$ cat src/rtl/hiscore_pkg.sv
// Shared types for the high-score engine: FSM state encoding and buffer sizing helper.
package hiscore_pkg;

  typedef enum logic [3:0] {
    ST_IDLE,
    ST_CHK_WAIT,
    ST_CHK_PAUSE,
    ST_CHK_READ,
    ST_RESTORE_PAUSE,
    ST_RESTORE,
    ST_SAVE_PAUSE,
    ST_SAVE,
    ST_DONE
  } hs_state_t;

  function automatic int buf_aw(input int len);
    return (len < 2) ? 1 : $clog2(len);
  endfunction

endpackage

$ cat src/rtl/hiscore_buffer.sv
// Score table buffer: port A faces the ioctl host, port B faces the hs_* sequencer.
module hiscore_buffer #(
  parameter int LENGTH = 64,
  parameter int AW     = 6
) (
  input  logic          i_clk,
  input  logic          i_reset,
  input  logic          i_a_we,
  input  logic          i_a_re,
  input  logic [AW-1:0] i_a_addr,
  input  logic [7:0]    i_a_din,
  output logic [7:0]    o_a_dout,
  input  logic          i_b_we,
  input  logic [AW-1:0] i_b_addr,
  input  logic [7:0]    i_b_din,
  output logic [7:0]    o_b_dout
);

  logic [7:0] r_mem [LENGTH];
  logic [7:0] r_a_dout;
  logic [7:0] r_b_dout;

  always_ff @(posedge i_clk) begin
    if (i_a_we) r_mem[i_a_addr] <= i_a_din;
    if (i_b_we) r_mem[i_b_addr] <= i_b_din;
  end

  // Upload data holds its last value while the host is not reading.
  always_ff @(posedge i_clk) begin
    if (i_reset) begin
      r_a_dout <= '0;
      r_b_dout <= '0;
    end else begin
      if (i_a_re) r_a_dout <= r_mem[i_a_addr];
      r_b_dout <= r_mem[i_b_addr];
    end
  end

  assign o_a_dout = r_a_dout;
  assign o_b_dout = r_b_dout;

endmodule

$ cat src/rtl/hiscore_engine.sv
// High-score initiator: restores a host-supplied table into work RAM once the game has
// initialised it, and reads the table back on request for upload.
module hiscore_engine import hiscore_pkg::*; #(
  parameter int               HS_AW     = 12,
  parameter logic [HS_AW-1:0] BASE_ADDR = '0,
  parameter int               LENGTH    = 64,
  parameter logic [HS_AW-1:0] CHK_ADDR  = '0,
  parameter logic [7:0]       CHK_VAL   = 8'h00,
  parameter int               RD_LAT    = 2,
  parameter int               SETTLE    = 16
) (
  input  logic             clk_49m,
  input  logic             reset,
  input  logic             ioctl_download,
  input  logic             ioctl_upload,
  input  logic             ioctl_wr,
  input  logic [24:0]      ioctl_addr,
  input  logic [7:0]       ioctl_dout,
  output logic [7:0]       ioctl_din,
  input  logic             vblank,
  input  logic             save_req,
  output logic [HS_AW-1:0] hs_address,
  output logic [7:0]       hs_wdata,
  input  logic [7:0]       hs_rdata,
  output logic             hs_write_enable,
  output logic             hs_access_read,
  output logic             hs_access_write,
  output logic             pause_cpu,
  output logic             busy,
  output logic             restored
);

  localparam int BUF_AW = buf_aw(LENGTH);

  hs_state_t        r_state;
  logic [15:0]      r_cnt;
  logic [8:0]       r_idx;
  logic [1:0]       r_chk_cnt;
  logic             r_ph, r_loaded, r_wrote, r_dl_d, r_vb_d, r_save_d, r_save_pend;
  logic [HS_AW-1:0] r_addr;
  logic [7:0]       r_wdata;
  logic             r_we, r_rd, r_wr, r_pause, r_restored;

  logic       w_dl_we, w_b_we, w_vb_rise, w_save_rise, w_save_any;
  logic [7:0] w_b_dout;

  assign w_dl_we     = ioctl_download & ioctl_wr & (ioctl_addr < 25'(LENGTH));
  assign w_b_we      = (r_state == ST_SAVE) && (r_cnt == 16'(RD_LAT));
  assign w_vb_rise   = vblank & ~r_vb_d;
  assign w_save_rise = save_req & ~r_save_d;
  assign w_save_any  = r_save_pend | w_save_rise;
  assign busy        = !(r_state == ST_IDLE || r_state == ST_DONE);

  // r_idx sits at 0 outside RESTORE/SAVE, so buffer[0] is already on port B when RESTORE starts.
  hiscore_buffer #(.LENGTH(LENGTH), .AW(BUF_AW)) u_buf (
    .i_clk    (clk_49m),
    .i_reset  (reset),
    .i_a_we   (w_dl_we),
    .i_a_re   (ioctl_upload),
    .i_a_addr (ioctl_addr[BUF_AW-1:0]),
    .i_a_din  (ioctl_dout),
    .o_a_dout (ioctl_din),
    .i_b_we   (w_b_we),
    .i_b_addr (r_idx[BUF_AW-1:0]),
    .i_b_din  (hs_rdata),
    .o_b_dout (w_b_dout)
  );

  always_ff @(posedge clk_49m) begin
    if (reset) begin
      r_state <= ST_IDLE;  r_cnt <= '0;  r_idx <= '0;  r_chk_cnt <= '0;  r_ph <= 1'b0;
      r_loaded <= 1'b0;  r_wrote <= 1'b0;  r_dl_d <= 1'b0;  r_vb_d <= 1'b0;
      r_save_d <= 1'b0;  r_save_pend <= 1'b0;  r_addr <= '0;  r_wdata <= '0;
      r_we <= 1'b0;  r_rd <= 1'b0;  r_wr <= 1'b0;  r_pause <= 1'b0;  r_restored <= 1'b0;
    end else begin
      r_dl_d   <= ioctl_download;
      r_vb_d   <= vblank;
      r_save_d <= save_req;
      if (ioctl_download && !r_dl_d) r_wrote <= 1'b0;
      if (w_dl_we) r_wrote <= 1'b1;
      if (!ioctl_download && r_dl_d && r_wrote) r_loaded <= 1'b1;
      if (w_save_rise) r_save_pend <= 1'b1;

      if (ioctl_download && busy) begin
        r_state <= ST_IDLE;  r_cnt <= '0;  r_idx <= '0;  r_chk_cnt <= '0;
        r_loaded <= 1'b0;  r_addr <= '0;  r_wdata <= '0;
        r_we <= 1'b0;  r_rd <= 1'b0;  r_wr <= 1'b0;  r_pause <= 1'b0;
      end else begin
        case (r_state)
          ST_IDLE, ST_DONE: begin
            if (w_save_any) begin
              r_save_pend <= 1'b0;
              r_state     <= ST_SAVE_PAUSE;
              r_pause     <= 1'b1;
              r_cnt       <= '0;
            end else if (r_loaded && !r_restored && !ioctl_download) begin
              r_state   <= ST_CHK_WAIT;
              r_chk_cnt <= '0;
            end
          end
          ST_CHK_WAIT: if (w_vb_rise) begin
            r_state <= ST_CHK_PAUSE;
            r_pause <= 1'b1;
            r_cnt   <= '0;
          end
          ST_CHK_PAUSE: begin
            if (r_cnt == 16'(SETTLE - 1)) begin
              r_state <= ST_CHK_READ;
              r_addr  <= CHK_ADDR;
              r_rd    <= 1'b1;
              r_cnt   <= '0;
            end else r_cnt <= r_cnt + 16'd1;
          end
          ST_CHK_READ: begin
            if (r_cnt == 16'(RD_LAT)) begin
              r_rd   <= 1'b0;
              r_addr <= '0;
              r_cnt  <= '0;
              if (hs_rdata == CHK_VAL && r_chk_cnt == 2'd1) begin
                r_chk_cnt <= 2'd2;
                r_state   <= ST_RESTORE_PAUSE;
              end else begin
                r_chk_cnt <= (hs_rdata == CHK_VAL) ? r_chk_cnt + 2'd1 : 2'd0;
                r_state   <= ST_CHK_WAIT;
                r_pause   <= 1'b0;
              end
            end else r_cnt <= r_cnt + 16'd1;
          end
          ST_RESTORE_PAUSE: begin
            if (r_cnt == 16'(SETTLE - 1)) begin
              r_state <= ST_RESTORE;
              r_addr  <= BASE_ADDR;
              r_wdata <= w_b_dout;
              r_wr    <= 1'b1;
              r_idx   <= 9'd1;
              r_ph    <= 1'b0;
              r_cnt   <= '0;
            end else r_cnt <= r_cnt + 16'd1;
          end
          // r_ph=0: address/data phase; r_ph=1: strobe phase. r_idx runs one byte ahead.
          ST_RESTORE: begin
            if (!r_ph) begin
              r_we <= 1'b1;
              r_ph <= 1'b1;
            end else if (r_idx == 9'(LENGTH)) begin
              r_we <= 1'b0;  r_wr <= 1'b0;  r_pause <= 1'b0;  r_addr <= '0;  r_wdata <= '0;
              r_idx <= '0;  r_chk_cnt <= '0;  r_restored <= 1'b1;  r_state <= ST_DONE;
            end else begin
              r_we    <= 1'b0;
              r_addr  <= BASE_ADDR + HS_AW'(r_idx);
              r_wdata <= w_b_dout;
              r_idx   <= r_idx + 9'd1;
              r_ph    <= 1'b0;
            end
          end
          ST_SAVE_PAUSE: begin
            if (r_cnt == 16'(SETTLE - 1)) begin
              r_state <= ST_SAVE;
              r_addr  <= BASE_ADDR;
              r_rd    <= 1'b1;
              r_idx   <= '0;
              r_cnt   <= '0;
            end else r_cnt <= r_cnt + 16'd1;
          end
          ST_SAVE: begin
            if (r_cnt == 16'(RD_LAT)) begin
              r_cnt <= '0;
              if (r_idx == 9'(LENGTH - 1)) begin
                r_rd <= 1'b0;  r_pause <= 1'b0;  r_addr <= '0;  r_idx <= '0;
                r_state <= ST_DONE;
              end else begin
                r_idx  <= r_idx + 9'd1;
                r_addr <= BASE_ADDR + HS_AW'(r_idx + 9'd1);
              end
            end else r_cnt <= r_cnt + 16'd1;
          end
          default: r_state <= ST_IDLE;
        endcase
      end
    end
  end

  assign hs_address      = r_addr;
  assign hs_wdata        = r_wdata;
  assign hs_write_enable = r_we;
  assign hs_access_read  = r_rd;
  assign hs_access_write = r_wr;
  assign pause_cpu       = r_pause;
  assign restored        = r_restored;

endmodule

$ cat config.mk
export PLATFORM = sky130hd
export DESIGN_NAME = hiscore_engine
export DESIGN_NICKNAME = d
export VERILOG_FILES = /design/src/rtl/hiscore_pkg.sv /design/src/rtl/hiscore_buffer.sv /design/src/rtl/hiscore_engine.sv
export SDC_FILE = /design/constraint.sdc
export NUM_CORES = 1
export LEC_CHECK = 0
export CELL_PAD_IN_SITES_DETAIL_PLACEMENT = 1
export CELL_PAD_IN_SITES_GLOBAL_PLACEMENT = 2
export CORE_ASPECT_RATIO = 1.4
export CORE_MARGIN = 5
export CORE_UTILIZATION = 30
export CTS_CLUSTER_DIAMETER = 120
export CTS_CLUSTER_SIZE = 12
export DETAILED_ROUTE_END_ITERATION = 16
export HOLD_SLACK_MARGIN = 0.12
export PLACE_DENSITY_LB_ADDON = 0.3
export SETUP_SLACK_MARGIN = 0.4
export SYNTH_ARGS = -nofsm -noshare
export SYNTH_HDL_FRONTEND = slang
export SYNTH_HIERARCHICAL = 1
export SYNTH_SLANG_ARGS = --single-unit
$ cat constraint.sdc
create_clock -name clk_49m -period 3.5 [get_ports clk_49m]
set_input_delay 0.525 -clock clk_49m [delete_from_list [all_inputs] [get_ports clk_49m]]
set_output_delay 0.525 -clock clk_49m [all_outputs]
set_load 0.02 [all_outputs]
### After elaboration in Yosys (flattened, before gate mapping)

Memory sizes are Yosys's and may differ from the RTL's. A register that Yosys moved wholly into a read port is not among the register bits.
Index checks and enable logic that the tools add are counted.

* $add $sub $neg: 4
* magnitude comparators: 1
* equal/unequal tests: 29
* mux-type cells: 72
* bitwise operators: 8
* reduce and logical (&&, ||, !) cells: 39

Operators by type and width (number)
* 16-bit 2-to-1 mux: 4
* 16-bit one-hot mux with 4 select lines: 1
* 9-bit 2-to-1 mux: 7
* 12-bit 2-to-1 mux: 4
* 12-bit one-hot mux with 4 select lines: 1
* 4-bit 2-to-1 mux: 11
* 9-bit one-hot mux with 4 select lines: 1
* 4-bit one-hot mux with 8 select lines: 1
* 25-bit by 7-bit < comparator with 1-bit output (second input constant): 1
* 1-bit 2-to-1 mux: 24
* 8-bit 2-to-1 mux: 3
* 2-bit inequality test (second input constant): 11
* 16-bit by 1-bit adder with 16-bit output (second input constant): 1
* 16-bit by 2-bit == test with 1-bit output (second input constant): 1
* 16-bit by 4-bit == test with 1-bit output (second input constant): 1
* 4-bit by 3-bit == test with 1-bit output (second input constant): 4
* 8-bit one-hot mux with 2 select lines: 1
* 5-bit AND reduction: 3
* 2-bit 2-to-1 mux: 7
* 4-bit nonzero test: 3
* 9-bit by 1-bit adder with 10-bit output (second input constant): 1
* 10-bit 2-to-1 mux: 1
* 10-bit AND reduction: 1
* 9-bit by 1-bit adder with 9-bit output (second input constant): 1
* other kinds (31): 59

* register bits: 63
* memory bits (writable): 512
* output and inout port bits: 34
* logic and storage cells: 172
* memories: 1

Memories
* u_buf.r_mem: depth 64, bits a word 8, read ports 2, clocked after Yosys merged registers in 2, wr ports 2, line hiscore_buffer.sv:19 `logic [7:0] r_mem [LENGTH];`

### Logic depth before layout (Yosys ltp)

* depth in word-level cells: 6
* mapped depth: 10
* depth with buffers taken out: 9

### Hierarchy

Netlist, hierarchy kept.

By module, submodules not included
* hiscore_buffer: instances 1, cells each 2372, area an instance 31656.6 um2, seq. area each 15695.1 um2
* hiscore_engine: instances 1, cells each 422, area an instance 3378.2 um2, seq. area each 1221.2 um2

### Worst setup path before layout

Ideal clock, no wire load.

* path type: flip-flop to flip-flop
* start point: reg r_cnt[6]
* end point: mem u_buf.r_mem[49][0], enable pin
* setup time: 0.384 ns
* data arrival time: 2.862 ns
* required time: 3.116 ns
* path slack: 0.254 ns
* stages on the path, launching flop included: 9
* path buffers: 1
* period minus slack after synthesis: 3.246 ns
* cell sequence: dfxtp_1 -> or4_4 -> nor4_2 -> and2_1 -> clkbuf_1 -> nand2_1 -> nor2_1 -> nand2_1 -> o21ai_0

RTL lines
* start, declared: line hiscore_engine.sv:36 `logic [15:0] r_cnt;`
* start signal, assigned: line hiscore_engine.sv:112 `end else r_cnt <= r_cnt + 16'd1;`
* start signal, assigned: line hiscore_engine.sv:127 `end else r_cnt <= r_cnt + 16'd1;`
* start signal, assigned: line hiscore_engine.sv:138 `end else r_cnt <= r_cnt + 16'd1;`
* end, declared: line hiscore_buffer.sv:19

==> results.tsv <==
metric	value	unit
status	finished with violations	
violations	max-capacitance violations, max-slew violations	
grt_pass1_wl	233	mm
final.setup.worst_slack	315	ps
min_to	r_chk_cnt[0]$_SDFFE_PP0P_	
syn_area	35000	sq um
cts_tree	done	
grt_pass1_vias	29300	
layout_worst_path_cycle_share	91.0	%
crit_slowest_cell	nor2_1	
design.die.area	124000	sq um
max_freq	314	MHz
fin_util	35.5	%
cp_data_required_time	4080	ps
synth_top_cell_by_area	edfxtp_1	
powerDensity	391	nW/um^2
path_clk_slew	70	ps
track_usage	26.1	%
cp_max_fo	27	
clock_latency	680	ps
ir_drop	0.000483	V
syn2layout_area_growth	17.6	%
cts_buffers	55	
hold_viol_final	0	
antenna_found_initial	5	
start_util	30.2	%
skew	37.8	ps
drc	0	
cts_max_level	2	
synth_cells	2794	
slew_headroom	-0.694	%
synth_cell_types	90	
synth_top_area_share	43.9	%
io_pins	82	
ys_warn_count	6	
num_rows	148	
cp.arrival	3770	ps
ys.flop_type	edfxtp_1	
hold_path_depth	6	
grt_max_degree	65	
avgSynthCellArea	12.5	sq um
crit_path_frequent_cell	a221oi_1	
rrSetupSlack	320	ps
clockBufferDepth	3	
crit_path_cell_trace	buf_12 -> nor2_1 -> a221oi_1 -> o22ai_1 -> a221oi_1 -> buf_4 -> a31oi_1	
grt_overflow	0	
synth_edf_count	512	
critPathTopFamily	simple AND/OR/NAND/NOR gates	
dp_hpwl	118	mm
finalSetupViolations	0	
fin_nets	3027	
tightestPinTransition	1500	ps
vias_per_cell	6.28	
ys_seq_area_share	48.3	%
drt-total-wl	169	mm
die_h	414	microns
drt_iter0_drc	3338	
grt_setup_unrepaired	false	
worstHoldStart	hs_rdata[2]	
ant_nets	0	
wl_per_cell	37.3	microns
drive_above_1_share	38.5	%
min_path_type	input port to flop	
cp.buffers_inverters	2	
startpoint_type	flop	
whs	358	ps
r2r_end	u_buf/o_b_dout[7]$_SDFF_PP0_	
synth.most_common_cell	mux2_2	
leakage	13.3	nW
setup_tns	0	ps
fin_crit	3180	ps
synth_commonest_cells	544 x mux2_2, 512 x edfxtp_1, 162 x clkbuf_1	
maxCapViolations	1	
first_pass_iters	7	
max_stage_delay	1150	ps
finalMaxSlewViolations	6	
core-area	116000	sq um
ys_seq_elements	589	
end_kind	flop	
portBuffers	79	
worst_r2r_startpoint	r_idx[0]$_SDFFE_PP0P_	
pre_cts_ws	64.1	ps
die_w	299	microns
vias	28400	
cts_root_buf	clkbuf_16	
postSynth.asyncResetShare	0	%
clock-sinks	589	
routabilityCongestion	0.944	
yosys-top-cells-area	edfxtp_1 44%, mux2_2 17%, mux4_2 6.7%	
critical_path_class	flop to flop	
worstRegToRegCells	7	
[logic make-up (layout without fill, tap and decap cells)]
family,count (synthesis),after routing,share of synthesized area [%]
flops,589,589,48.3
other cells,1,3,0.0107
buf+inv,314,539,3.94
compound gates,633,633,12.2
fa+ha+maj,5,5,0.179
mux,787,787,28.3
xor+xnor,15,15,0.375
simple gates,450,450,6.67
[worst reg2reg max path, stage by stage, from the launching register on]
cell and delay, ps:
dfxtp_4 460, buf_12 240, nor2_1 1160, a221oi_1 260, o22ai_1 420, a221oi_1 170, buf_4 190, a31oi_1 220
[cells in the final DEF, fill, tap and decap left out, drive strengths merged, types with 7 or more instances in the layout]
cell type	n
a211oi	18
a21o	8
a21oi	117
a221oi	66
a22o	24
a22oi	81
a311oi	7
a31oi	30
a32o	13
a32oi	7
and2	11
and3	11
buf	356
clkbuf	101
clkdlybuf4s50	60
dfxtp	77
edfxtp	512
inv	22
mux2	564
mux2i	117
mux4	106
nand2	116
nand2b	9
nand3	47
nand3b	8
nand4	12
nor2	137
nor2b	20
nor3	24
nor4	10
o21ai	123
o22ai	70
o31a	7
or2	7
or4	8
xnor2	15
[timing repair]
action                                  in CTS  in global routing
hold endpoints to repair                     0                  0
buffers inserted                             3                  2
resized for setup                           17                 28
hold buffers                                 0                  0
endpoints found under the setup margin     558                297
[routing by layer]
| layer | share of wire (%) | global-route usage [%] |
|---|---|---|
| met3 | 6.7 | 3.86 |
| met1 | 36 | 29.8 |
| met2 | 48 | 44.7 |
| met5 | 0.0077 | 0 |
| met4 | 8.8 | 18.6 |
[cell type report]
type,count,area [sq um]
clock inverter,2,31.3
sequential,589,16900
multi-input combinational,1892,16900
antenna,1,2.50
clock buffer,101,1590
inverter,20,75.1
fill,12200,74900
timing repair buffer,416,3750
tap,1500,1880
[state kept, by name, summed over array words and instances, names as in the netlist]
name / flops
u_buf/r_mem: 512
r_cnt: 16
hs_address: 10
r_idx: 9
hs_wdata: 8
u_buf/o_a_dout: 8
u_buf/o_b_dout: 8
r_state: 4
r_chk_cnt: 2
hs_access_read: 1
hs_access_write: 1
hs_write_enable: 1
pause_cpu: 1
r_dl_d: 1
r_loaded: 1
r_ph: 1
r_save_d: 1
r_save_pend: 1
r_vb_d: 1
r_wrote: 1
restored: 1
[metrics by stage]
step | cells | total power [mW] | cell area, sq um
after floorplan | 2795 | 9.17 | 35100
after global placement | 4412 | 10.2 | 39300
after detailed placement | 4412 | 10.2 | 39300
after CTS | 4518 | 16.2 | 41100
after global routing | 4520 | 16.6 | 41200
final | 4521 | 16.1 | 41200
[report_power, final]
group	leakage, nW	total (mW)	switching (mW)	internal, mW
Sequential	5.23	7.70	0.0520	7.65
Combinational	7.31	2.40	1.54	0.866
Clock	0.770	6.00	2.94	3.06
[how the worst max path moves through the flow]
stage / endpoint / slack (ps) / cells past startpoint / from
2_1_floorplan: u_buf/r_mem[3][0]$_DFFE_PP_ / 440 / 8 / r_cnt[6]$_SDFFE_PP0P_
3_3_place_gp: u_buf/r_mem[0][2]$_DFFE_PP_ / 110 / 11 / r_cnt[0]$_SDFFE_PP0P_
3_5_place_dp: u_buf/r_mem[0][2]$_DFFE_PP_ / 60 / 11 / r_cnt[0]$_SDFFE_PP0P_
4_1_cts: u_buf/r_mem[7][1]$_DFFE_PP_ / 400 / 10 / r_cnt[0]$_SDFFE_PP0P_
5_1_grt: u_buf/r_mem[60][0]$_DFFE_PP_ / 400 / 9 / r_cnt[6]$_SDFFE_PP0P_
6_report: u_buf/o_b_dout[7]$_SDFF_PP0_ / 320 / 7 / r_idx[0]$_SDFFE_PP0P_
No activity file was read; power rests on OpenSTA's default activity.
